**config.mk**
```make
export PLATFORM = sky130hd
export DESIGN_NAME = fetch_queue_stage
export DESIGN_NICKNAME = d
export VERILOG_FILES = /design/src/rtl/lc3b_pkg.sv /design/src/rtl/fetch_fifo.sv /design/src/rtl/fetch_queue_stage.sv
export SDC_FILE = /design/constraint.sdc
export NUM_CORES = 1
export LEC_CHECK = 0
export CAP_MARGIN = 20
export CORE_AREA = 3 3 128 161
export CTS_BUF_LIST = sky130_fd_sc_hd__clkbuf_8
export CTS_CLUSTER_SIZE = 28
export DETAILED_ROUTE_END_ITERATION = 6
export DIE_AREA = 0 0 131 164
export PLACE_DENSITY_LB_ADDON = 0.05
export SYNTH_ARGS = -nofsm -noshare
export SYNTH_HDL_FRONTEND = slang
export SYNTH_SLANG_ARGS = --single-unit
```
**constraint.sdc**
```tcl
create_clock -name clk -period 4.1 [get_ports clk]
set_input_delay 0.615 -clock clk [delete_from_list [all_inputs] [get_ports clk]]
set_output_delay 0.615 -clock clk [all_outputs]
set_load 0.05 [all_outputs]
```
**src/rtl/lc3b_pkg.sv**
```systemverilog
// Shared encodings for the fetch stage: PC mux selects, queue FSM states,
// and the fixed instruction step.
package lc3b_pkg;

    typedef enum logic [1:0] {
        PCMUX_NONE   = 2'd0,
        PCMUX_TARGET = 2'd1,
        PCMUX_TRAP   = 2'd2,
        PCMUX_ZERO   = 2'd3
    } pcmux_e;

    typedef enum logic {
        FQ_RUN  = 1'b0,
        FQ_HOLD = 1'b1
    } fq_state_e;

    localparam int INSTR_STEP = 2;

endpackage

```
**src/rtl/fetch_fifo.sv**
```systemverilog
// Synchronous FIFO for queued fetches, DEPTH entries of W bits.
// A separate count distinguishes full from empty; flush beats push and pop.
module fetch_fifo #(
    parameter int W     = 32,
    parameter int DEPTH = 4,
    parameter int PW    = $clog2(DEPTH),
    parameter int CW    = $clog2(DEPTH + 1)
) (
    input  logic          clk,
    input  logic          reset,
    input  logic          push,
    input  logic          pop,
    input  logic          flush,
    input  logic [W-1:0]  din,
    output logic [W-1:0]  dout,
    output logic [CW-1:0] count
);

    logic [W-1:0]  mem [DEPTH];
    logic [PW-1:0] head;
    logic [PW-1:0] tail;

    assign dout = mem[head];

    always_ff @(posedge clk) begin
        if (push && !flush) begin
            mem[tail] <= din;
        end
    end

    always_ff @(posedge clk or posedge reset) begin
        if (reset) begin
            head  <= '0;
            tail  <= '0;
            count <= '0;
        end else if (flush) begin
            head  <= '0;
            tail  <= '0;
            count <= '0;
        end else begin
            if (push) tail <= tail + PW'(1);
            if (pop)  head <= head + PW'(1);
            count <= count + CW'(push) - CW'(pop);
        end
    end

    a_no_overflow: assert property (@(posedge clk) disable iff (reset)
        !(push && !pop && !flush && count == CW'(DEPTH)));
    a_no_underflow: assert property (@(posedge clk) disable iff (reset)
        !(pop && !flush && count == '0));
    a_count_range: assert property (@(posedge clk) disable iff (reset)
        count <= CW'(DEPTH));

endmodule

```
**src/rtl/fetch_queue_stage.sv**
```systemverilog
// Fetch stage: PC register, prefetch queue toward DE, hold FSM for branch
// stalls and flush on MEM redirects.
import lc3b_pkg::*;

module fetch_queue_stage #(
    parameter int          AW       = 16,
    parameter int          IW       = 16,
    parameter int          DEPTH    = 4,
    parameter int          NBR      = 3,
    parameter logic [AW-1:0] RESET_PC = '0,
    parameter int          CW       = $clog2(DEPTH + 1)
) (
    input  logic           clk,
    input  logic           reset,
    output logic [AW-1:0]  imem_addr,
    output logic           imem_req,
    input  logic           imem_r,
    input  logic [IW-1:0]  instr,
    input  logic [1:0]     mem_pcmux,
    input  logic [AW-1:0]  target_pc,
    input  logic [AW-1:0]  trap_pc,
    input  logic [NBR-1:0] br_stall,
    input  logic           ld_de,
    output logic           de_v,
    output logic [IW-1:0]  de_ir,
    output logic [AW-1:0]  de_npc,
    output logic [AW-1:0]  pc,
    output logic [CW-1:0]  q_count
);

    fq_state_e        state;
    logic             redirect;
    logic             stall;
    logic             push;
    logic             pop;
    logic [AW-1:0]    pc_next;
    logic [AW+IW-1:0] head;

    assign stall     = |br_stall;
    assign redirect  = mem_pcmux != PCMUX_NONE;
    assign pc_next   = pc + AW'(INSTR_STEP);
    assign imem_addr = pc;

    assign de_v   = (q_count != '0) && !stall && !redirect;
    assign pop    = de_v && ld_de;
    assign de_ir  = de_v ? head[IW-1:0] : '0;
    assign de_npc = de_v ? head[AW+IW-1:IW] : '0;

    // A full queue may still fetch when the head leaves in the same cycle.
    assign imem_req = !reset && state == FQ_RUN && !stall && !redirect
                    && (q_count < CW'(DEPTH) || pop);
    assign push = imem_req && imem_r;

    fetch_fifo #(
        .W     (AW + IW),
        .DEPTH (DEPTH)
    ) u_fifo (
        .clk   (clk),
        .reset (reset),
        .push  (push),
        .pop   (pop),
        .flush (redirect),
        .din   ({pc_next, instr}),
        .dout  (head),
        .count (q_count)
    );

    always_ff @(posedge clk or posedge reset) begin
        if (reset) begin
            pc    <= RESET_PC;
            state <= FQ_RUN;
        end else begin
            unique case (pcmux_e'(mem_pcmux))
                PCMUX_TARGET: pc <= target_pc;
                PCMUX_TRAP:   pc <= trap_pc;
                PCMUX_ZERO:   pc <= '0;
                PCMUX_NONE:   if (push) pc <= pc_next;
            endcase
            unique case (state)
                FQ_RUN:  if (stall && !redirect) state <= FQ_HOLD;
                FQ_HOLD: if (!stall || redirect) state <= FQ_RUN;
            endcase
        end
    end

endmodule

```
==> flow_metrics.py, run 1 <==
metrics = {
    "outcome": {
        "status": "finished clean",
    },
    "global_routing": {
        "track_usage_pct": 14.53,
        "grt_pass1_wl_um": 22960,
        "antenna_found_initial": 0,
        "overflow": 0,
        "gr-usage-met2_pct": 24.19,
        "grt_max_degree": 35,
        "grt_busiest_layer": "met2",
        "grt_use_met3_pct": 3.741,
        "grt_use_met1_pct": 18.45,
        "grt_pass1_vias": 4133,
    },
    "placement": {
        "globalplace.congestion": 0.7572,
        "dp.cells": 774,
        "io_buffers": 125,
        "dp_hpwl_um": 9871,
    },
    "power": {
        "pwr-share-clk_pct": 33.0,
        "power.internal_mw": 2.297,
        "p_leak_nw": 3.020,
        "p_seq_share_pct": 56.7,
        "combPwrFrac_pct": 10.3,
        "power_density_nw_per_um2": 345.7,
        "sw_frac_of_total_pct": 24.71,
        "switchingPower_mw": 0.7538,
        "irDropWorstVdd_v": 0.0001471,
    },
    "cts": {
        "cts_resized": 0,
        "h-tree-depth": 4,
        "clock_sinks": 152,
        "hold_buffers": 0,
        "insertion_delay_ps": 440,
        "clk_pin_slew_ps": 80,
        "numCtsBuffers": 17,
        "clockRootBuffer": "clkbuf_8",
        "cts_tree": "built",
        "cts_setup_buffers": 0,
        "clock_path_buffers": 2,
    },
    "sta": {
        "slew_headroom_pct": 32.67,
        "clock_skew_ps": 15.03,
        "period_minus_slack_ps": 3429,
        "setup_tns_ps": 0,
        "max_freq_mhz": 291.6,
        "finalHoldViolCount": 0,
        "grt_setup_unrepaired": "false",
        "post-route-period-util_pct": 83.64,
        "slew_viol_final": 0,
        "tightest_slew_ps": 1008,
        "finalSetupViolCount": 0,
    },
    "synth": {
        "synth-seq-area-share_pct": 66.54,
        "yosysWarnings": 0,
        "synthFlopType": "edfxtp_1",
        "synth_area_um2": 6679,
        "synth.distinct_cells": 48,
        "synth.avg_cell_area_um2": 16.17,
        "ys_ff_latch": 152,
        "synth_nets": 478,
        "synth_edf_count": 128,
        "synth_async_sr_flop_share_pct": 15.79,
        "syn_inst": 413,
    },
    "routing": {
        "ant_nets": 0,
        "viasPerCell": 4.830,
        "drt_pass1_iterations": 4,
        "wire_per_inst_um": 18.24,
        "drt_iter0_drc": 172,
        "drc": 0,
        "vias": 3898,
        "finalWirelength_um": 14720,
    },
    "critical_path": {
        "path_max_fanout": 12,
        "end_kind": "output pin",
        "reg2reg_depth": 10,
        "startpoint_type": "primary input",
        "crit_arrival_ps": 2810,
        "path_class": "primary input to output pin",
        "required_ps": 3480,
    },
    "final_layout": {
        "fin_nets": 594,
        "layout-drive-gt1-share_pct": 21.96,
        "area_growth_pct": 32.11,
        "insertedDiodeCount": 0,
        "final-instance-count-excl-fill": 807,
        "fillerInstances": 1759,
    },
    "floorplan": {
        "io_pins": 126,
        "die-height_um": 164,
        "initial_core_util_pct": 34.56,
        "row_count": 57,
        "die_area_um2": 21480,
        "dieWidth_um": 131,
        "coreArea_um2": 19330,
    },
    "min_path": {
        "worstHoldPathCells": 1,
        "hold_path.class": "flop to flop",
    },
    "flow_run": {
        "cap_violations": 0,
    },
}
==> registers in the layout, summed over array words and instances, names as in the netlist <==
signal and count:
u_fifo.tail 2, u_fifo.count 3, imem_addr 16, state 1, u_fifo.head 2, u_fifo.mem 128
==> per-stage QoR <==
step	utilization (%)	power (mW)	setup WS (ps)	cell area (um2)	hold WS, ps
global placement	43.77	2.075	685.7	8459	548.5
global route	45.65	3.177	453.5	8823	586.0
finish	45.65	3.050	670.6	8823	570.1
detailed placement	43.77	2.078	626.8	8459	561.1
floorplan	-	1.952	1312	6679	513.1
CTS	45.58	3.091	614.5	8808	575.3
==> cells by family (layout without fill, tap and decap cells) <==
kind of cell,Yosys count,in the layout,synth area share (%)
multiplexers,34,34,11.09
adder cells (fa/ha/maj),8,8,1.611
AND/OR/NAND/NOR,93,93,8.187
buffers and inverters,53,182,4.384
AO/OA/AOI/OAI,57,57,6.088
XOR/XNOR,16,16,2.098
flip-flops,152,152,66.54
==> final timing paths <==
path / from / slack [ps] / end
setup / recovery: mem_pcmux[1] / 670 / imem_req
hold / removal: u_fifo.tail[0]$_DFFE_PP0P_ / 570 / u_fifo.tail[0]$_DFFE_PP0P_
setup reg to reg: u_fifo.count[1]$_DFF_PP0_ / 1680 / u_fifo.count[2]$_DFF_PP0_
hold reg to reg: u_fifo.tail[0]$_DFFE_PP0P_ / 570 / u_fifo.tail[0]$_DFFE_PP0P_
max in group asynchronous: reset / 3020 / u_fifo.head[1]$_DFFE_PP0P_
min in group asynchronous: reset / 590 / imem_addr[15]$_DFFE_PP0P_
==> synthesized netlist by cell type, drive strengths merged, types with 6 or more instances <==
cell type | number | area (um2)
a21oi | 12 | 63.81
a22oi | 11 | 82.58
a2bb2oi | 7 | 61.31
and2 | 39 | 244.0
buf | 31 | 210.2
clkbuf | 8 | 30.03
dfrtp | 24 | 600.6
edfxtp | 128 | 3844
ha | 7 | 87.58
inv | 14 | 52.55
mux4 | 32 | 720.7
nand2 | 10 | 40.04
nand3 | 12 | 70.07
nor2 | 10 | 37.54
nor2b | 6 | 37.54
o21ai | 10 | 50.05
xnor2 | 13 | 113.9
==> metal layers <==
layer	up-vias	wire length, um	part of all wire (%)
li1	1789	-	-
met1	1964	6303	43
met2	129	7459	51
met3	16	797	5.4
met4	0	163	1.1
met5	-	0	0
==> area by class of cell <==
class	count	area, um2	share of cell area [%]
clock buffer	17	234.0	2.652
inverter	14	52.55	0.5956
timing repair buffer	136	1697	19.23
multi-input combinational	208	1947	22.06
tap	265	331.6	3.758
sequential	152	4447	50.40
clock inverter	15	115.1	1.305
==> power groups by stage <==
| stage | Sequential [mW] | Combinational (mW) | Clock, mW |
|---|---|---|---|
| 3_3_place_gp | 1.76 | 0.311 | 0 |
| 2_1_floorplan | 1.80 | 0.154 | 0 |
| 3_5_place_dp | 1.76 | 0.313 | 0 |
| 4_1_cts | 1.73 | 0.315 | 1.05 |
| 6_report | 1.73 | 0.313 | 1.01 |
| 5_1_grt | 1.73 | 0.333 | 1.11 |
==> critical path, stage by stage <==
cell             delay, ps
clkdlybuf4s50_1        570
nor2_1                 390
and4b_1                380
clkdlybuf4s50_1        850
==> layout by cell type (no fill, tap or decap), drive strengths merged, types with 3 or more instances in the layout <==
cell type | synthesis | layout
clkdlybuf4s50 | 0 | 92
xor2 | 3 | 3
a2bb2oi | 7 | 7
ha | 7 | 7
buf | 31 | 44
inv | 14 | 16
nand2b | 3 | 3
nor2 | 10 | 10
clkbuf | 8 | 17
nor2b | 6 | 6
dfrtp | 24 | 24
mux4 | 32 | 32
clkinv | 0 | 10
edfxtp | 128 | 128
xnor2 | 13 | 13
and2 | 39 | 39
nand3 | 12 | 12
a22oi | 11 | 11
nor3 | 5 | 5
a21oi | 12 | 12
o21ai | 10 | 10
nand2 | 10 | 10
Power figures use the tool's default switching activity.
==> run 2, diff against run 1 <==
- clock period: 4.1 -> 3.05 ns (I/O delays scaled with it)
==> run 2 against run 1 <==
Against the previous run: critical path depth is the same; non-clock buffer count grew 8; sequential cell count is the same; clock power grew 34%; register-to-register slack lost 1000 ps; utilization grew 0.60 points; count of clock-buffer cells in the layout is the same; cell count grew 0.99%; first-iteration DRC count grew 41%; combinational power grew 36%; critical endpoint is now de_npc[2]; largest power group unchanged; highest routed layer unchanged.
==> flow_metrics.py, run 2 (same netlist as run 1, synthesis figures left out) <==
metrics = {
    "cts": {
        "hold_buffers": 0,
        "cts_resized": 0,
        "clockRootBuffer": "clkbuf_8",
        "h-tree-depth": 4,
        "clk_pin_slew_ps": 90,
        "clock_path_buffers": 2,
        "insertion_delay_ps": 430,
        "clock_sinks": 152,
        "cts_tree": "built",
        "numCtsBuffers": 17,
        "cts_setup_buffers": 0,
    },
    "floorplan": {
        "io_pins": 126,
        "dieWidth_um": 131,
        "die_area_um2": 21480,
        "coreArea_um2": 19330,
        "die-height_um": 164,
        "initial_core_util_pct": 34.56,
        "row_count": 57,
    },
    "sta": {
        "whs_ps": 451.0,
        "slew_headroom_pct": 32.25,
        "finalHoldViolCount": 0,
        "max_freq_mhz": 379.2,
        "finalSetupViolCount": 0,
        "post-route-period-util_pct": 86.46,
        "setup_tns_ps": 0,
        "period_minus_slack_ps": 2637,
        "clock_skew_ps": 19.24,
        "grt_setup_unrepaired": "false",
        "slew_viol_final": 0,
        "fin_ws_ps": 413.0,
        "tightest_slew_ps": 1014,
    },
    "routing": {
        "drc": 0,
        "ant_nets": 0,
        "viasPerCell": 4.777,
        "wire_per_inst_um": 18.04,
        "drt_pass1_iterations": 4,
        "finalWirelength_um": 14700,
        "drt_iter0_drc": 243,
        "vias": 3893,
    },
    "final_layout": {
        "fillerInstances": 1716,
        "layout-drive-gt1-share_pct": 23.82,
        "final-instance-count-excl-fill": 815,
        "final_common_cell": "edfxtp_1",
        "area_growth_pct": 33.83,
        "largest_register_ffs": 128,
        "most-common-layout-cells": "128 x edfxtp_1, 91 x clkdlybuf4s50_1, 40 x buf_12",
        "insertedDiodeCount": 0,
        "fin_nets": 602,
        "largest-register": "u_fifo.mem",
        "stdcell_area_um2": 8939,
        "finish.utilization_pct": 46.25,
    },
    "min_path": {
        "hold_path.class": "primary input to async pin",
    },
    "placement": {
        "pre_cts_ws_ps": 211.6,
        "globalplace.congestion": 0.7802,
        "dpl_cell_area_um2": 8587,
        "io_buffers": 125,
        "dp.cells": 783,
        "dp_hpwl_um": 10210,
    },
    "power": {
        "p_leak_nw": 3.064,
        "p_total_mw": 4.101,
        "power_density_nw_per_um2": 458.8,
        "irDropWorstVdd_v": 0.0002169,
    },
    "global_routing": {
        "grt_pass1_wl_um": 23200,
        "grt_max_degree": 35,
        "antenna_found_initial": 0,
        "grt_pass1_vias": 4227,
        "overflow": 0,
        "track_usage_pct": 14.44,
    },
    "flow_run": {
        "cap_violations": 0,
    },
    "critical_path": {
        "path_max_fanout": 20,
        "startpoint_type": "flop",
        "cp_slowest_cell": "dfrtp_2",
        "required_ps": 2590,
        "path_class": "flop to output pin",
        "cpLargestDelayFamily": "flip-flops",
        "cp_cell_sequence": "buf_4, mux4_2, and2_1, buf_12",
        "end_kind": "output pin",
        "crit_arrival_ps": 2180,
        "slowest_delay_ps": 730,
        "crit_buf_inv": 2,
    },
    "outcome": {
        "status": "finished clean",
    },
}
## run 2: area by class of cell
type                       count  area (um2)  share of cell area (%)
clock buffer                  17       234.0                   2.618
clock inverter                15       117.6                   1.316
inverter                      14       52.55                  0.5879
multi-input combinational    208        1947                   21.78
sequential                   152        4447                   49.75
tap                          265       331.6                   3.709
timing repair buffer         144        1809                   20.24
## run 2: path summary, 6_finish.rpt
| kind | startpoint | end | slack, ps | cells past startpoint |
|---|---|---|---|---|
| max in group asynchronous | reset | imem_addr[4]$_DFFE_PP0P_ | 2010 | 3 |
| hold reg to reg | u_fifo.tail[0]$_DFFE_PP0P_ | u_fifo.tail[0]$_DFFE_PP0P_ | 570 | 1 |
| setup / recovery | u_fifo.head[1]$_DFFE_PP0P_ | de_npc[2] | 410 | 4 |
| hold / removal | reset | u_fifo.count[1]$_DFF_PP0_ | 450 | 2 |
| min in group clk | u_fifo.tail[0]$_DFFE_PP0P_ | u_fifo.tail[0]$_DFFE_PP0P_ | 570 | 1 |
| setup reg to reg | u_fifo.count[1]$_DFF_PP0_ | u_fifo.count[2]$_DFF_PP0_ | 670 | 10 |
## run 2: routing by layer
| metal | global-route usage (%) | wire, um | vias to the layer above |
|---|---|---|---|
| met2 | 24.01 | 7436 | 120 |
| li1 | - | - | 1807 |
| met4 | 3.929 | 123 | 0 |
| met5 | 0 | 0 | - |
| met1 | 18.93 | 6375 | 1959 |
| met3 | 3.448 | 767 | 7 |
## run 2: power breakdown
group	leakage [nW]	internal, mW	total, mW	switching [mW]
clock	0.174	0.579	1.35	0.774
sequential	1.47	2.28	2.32	0.0402
combinational	1.42	0.177	0.425	0.248
## run 2: worst register-to-register path: stages, from the launching register on
cell and delay, ps:
dfrtp_1 450, o311a_1 390, and2_1 190, ha_1 270, inv_1 60, ha_1 140
inv_1 50, fa_1 360, xor2_1 180, xnor2_1 130, nor2_1 60
==> run 3, diff against run 2 <==
- CELL_PAD_IN_SITES_DETAIL_PLACEMENT: default -> 1
- CELL_PAD_IN_SITES_GLOBAL_PLACEMENT: default -> 2
==> run 3 against run 2 <==
Against the previous run: combinational power is 1% higher; via count is 1.8% higher; utilization grew 0.31 points; worst setup slack worse by 150 ps; non-clock buffer count up 3; die area unchanged; global-route usage increased by 0.88 points; maximum frequency fell by 5.4%; clock skew fell by 4.7 ps; highest routed layer unchanged.
==> flow_metrics.py, run 3 (same netlist as run 1, synthesis figures left out) <==
metrics = {
    "routing": {
        "ant_nets": 0,
        "drt_iter0_drc": 274,
        "wire_per_inst_um": 18.94,
        "vias": 3962,
        "finalWirelength_um": 15500,
        "viasPerCell": 4.844,
        "drt_pass1_iterations": 4,
        "drc": 0,
    },
    "floorplan": {
        "die-height_um": 164,
        "initial_core_util_pct": 34.56,
        "dieWidth_um": 131,
        "coreArea_um2": 19330,
        "row_count": 57,
        "die_area_um2": 21480,
        "io_pins": 126,
    },
    "critical_path": {
        "end_kind": "output pin",
        "required_ps": 2590,
        "path_max_fanout": 34,
        "crit_buf_inv": 3,
        "crit_start": "br_stall[1]",
        "crit_arrival_ps": 2330,
        "slowest_delay_ps": 410,
        "path_class": "primary input to output pin",
        "startpoint_type": "primary input",
        "cp_slowest_cell": "nor3_1",
        "cp_cell_sequence": "clkdlybuf4s50_1, nor3_1, o311a_1, buf_4, and2_1, buf_12",
        "reg2reg_from": "u_fifo.count[1]$_DFF_PP0_",
        "cpLargestDelayFamily": "buffers and inverters",
    },
    "sta": {
        "clock_skew_ps": 14.55,
        "slew_viol_final": 0,
        "tightest_slew_ps": 664.5,
        "finalSetupViolCount": 0,
        "period_minus_slack_ps": 2787,
        "max_freq_mhz": 358.8,
        "fin_ws_ps": 262.7,
        "slew_headroom_pct": 55.70,
        "finalHoldViolCount": 0,
        "setup_tns_ps": 0,
        "grt_setup_unrepaired": "false",
        "post-route-period-util_pct": 91.39,
    },
    "final_layout": {
        "area_growth_pct": 34.73,
        "fin_nets": 605,
        "insertedDiodeCount": 0,
        "layout-drive-gt1-share_pct": 24.41,
        "final_common_cell": "edfxtp_1",
        "most-common-layout-cells": "128 x edfxtp_1, 91 x clkdlybuf4s50_1, 40 x buf_12",
        "largest-register": "u_fifo.mem",
        "largest_register_ffs": 128,
        "finish.utilization_pct": 46.56,
    },
    "cts": {
        "h-tree-depth": 4,
        "clockRootBuffer": "clkbuf_8",
        "hold_buffers": 0,
        "numCtsBuffers": 17,
        "insertion_delay_ps": 440,
        "clock_sinks": 152,
        "clock_path_buffers": 2,
        "cts_resized": 0,
        "cts_tree": "built",
        "clk_pin_slew_ps": 90,
        "cts_setup_buffers": 0,
    },
    "flow_run": {
        "cap_violations": 0,
    },
    "global_routing": {
        "overflow": 0,
        "track_usage_pct": 15.32,
        "grt_pass1_wl_um": 24610,
        "antenna_found_initial": 0,
        "grt_max_degree": 35,
        "grt_pass1_vias": 4381,
    },
    "placement": {
        "globalplace.congestion": 0.7401,
        "io_buffers": 125,
        "dp_hpwl_um": 10830,
        "pre_cts_ws_ps": 33.90,
    },
    "min_path": {
        "hold_path.class": "primary input to async pin",
    },
    "power": {
        "p_leak_nw": 3.094,
        "p_total_mw": 4.252,
        "power_density_nw_per_um2": 472.5,
        "irDropWorstVdd_v": 0.0002004,
    },
    "outcome": {
        "status": "finished clean",
    },
}
==> run 3: path summary, 6_finish.rpt <==
kind / end / depth (start not counted) / slack, ps
setup / recovery: de_npc[10] / 6 / 260
hold / removal: u_fifo.count[0]$_DFF_PP0_ / 2 / 360
setup reg to reg: u_fifo.count[2]$_DFF_PP0_ / 10 / 650
hold reg to reg: u_fifo.tail[0]$_DFFE_PP0P_ / 1 / 560
max in group asynchronous: u_fifo.tail[1]$_DFFE_PP0P_ / 3 / 2080
min in group clk: u_fifo.tail[0]$_DFFE_PP0P_ / 1 / 560
==> run 3: power breakdown <==
part / total, mW / switching [mW] / internal [mW]
combinational: 0.431 / 0.253 / 0.178
sequential: 2.32 / 0.0397 / 2.28
clock: 1.50 / 0.821 / 0.677
total: 4.25 / 1.11 / 3.14
==> run 3: stage by stage <==
step	cells	instance area (um2)	hold slack [ps]
after floorplan	413	6679	472.1
after global placement	786	8610	538.8
after detailed placement	786	8610	552.4
after CTS	818	8999	342.6
after global routing	818	8999	356.4
final	818	8999	361.7
==> run 3: cell type report <==
| cell class | instances | area (um2) |
|---|---|---|
| clock buffer | 17 | 234.0 |
| clock inverter | 15 | 155.1 |
| fill | 1912 | 10330 |
| inverter | 14 | 52.55 |
| multi-input combinational | 208 | 1947 |
| sequential | 152 | 4447 |
| tap | 265 | 331.6 |
| timing repair buffer | 147 | 1832 |
==> run 3: layer usage <==
metal / up-vias / share of wire [%] / GRT usage (%)
met2: 113 / 52 / 25.83
met4: 0 / 0.84 / 4.069
met5: - / 0 / 0
met1: 2029 / 43 / 19.83
li1: 1813 / - / -
met3: 7 / 4.4 / 3.578
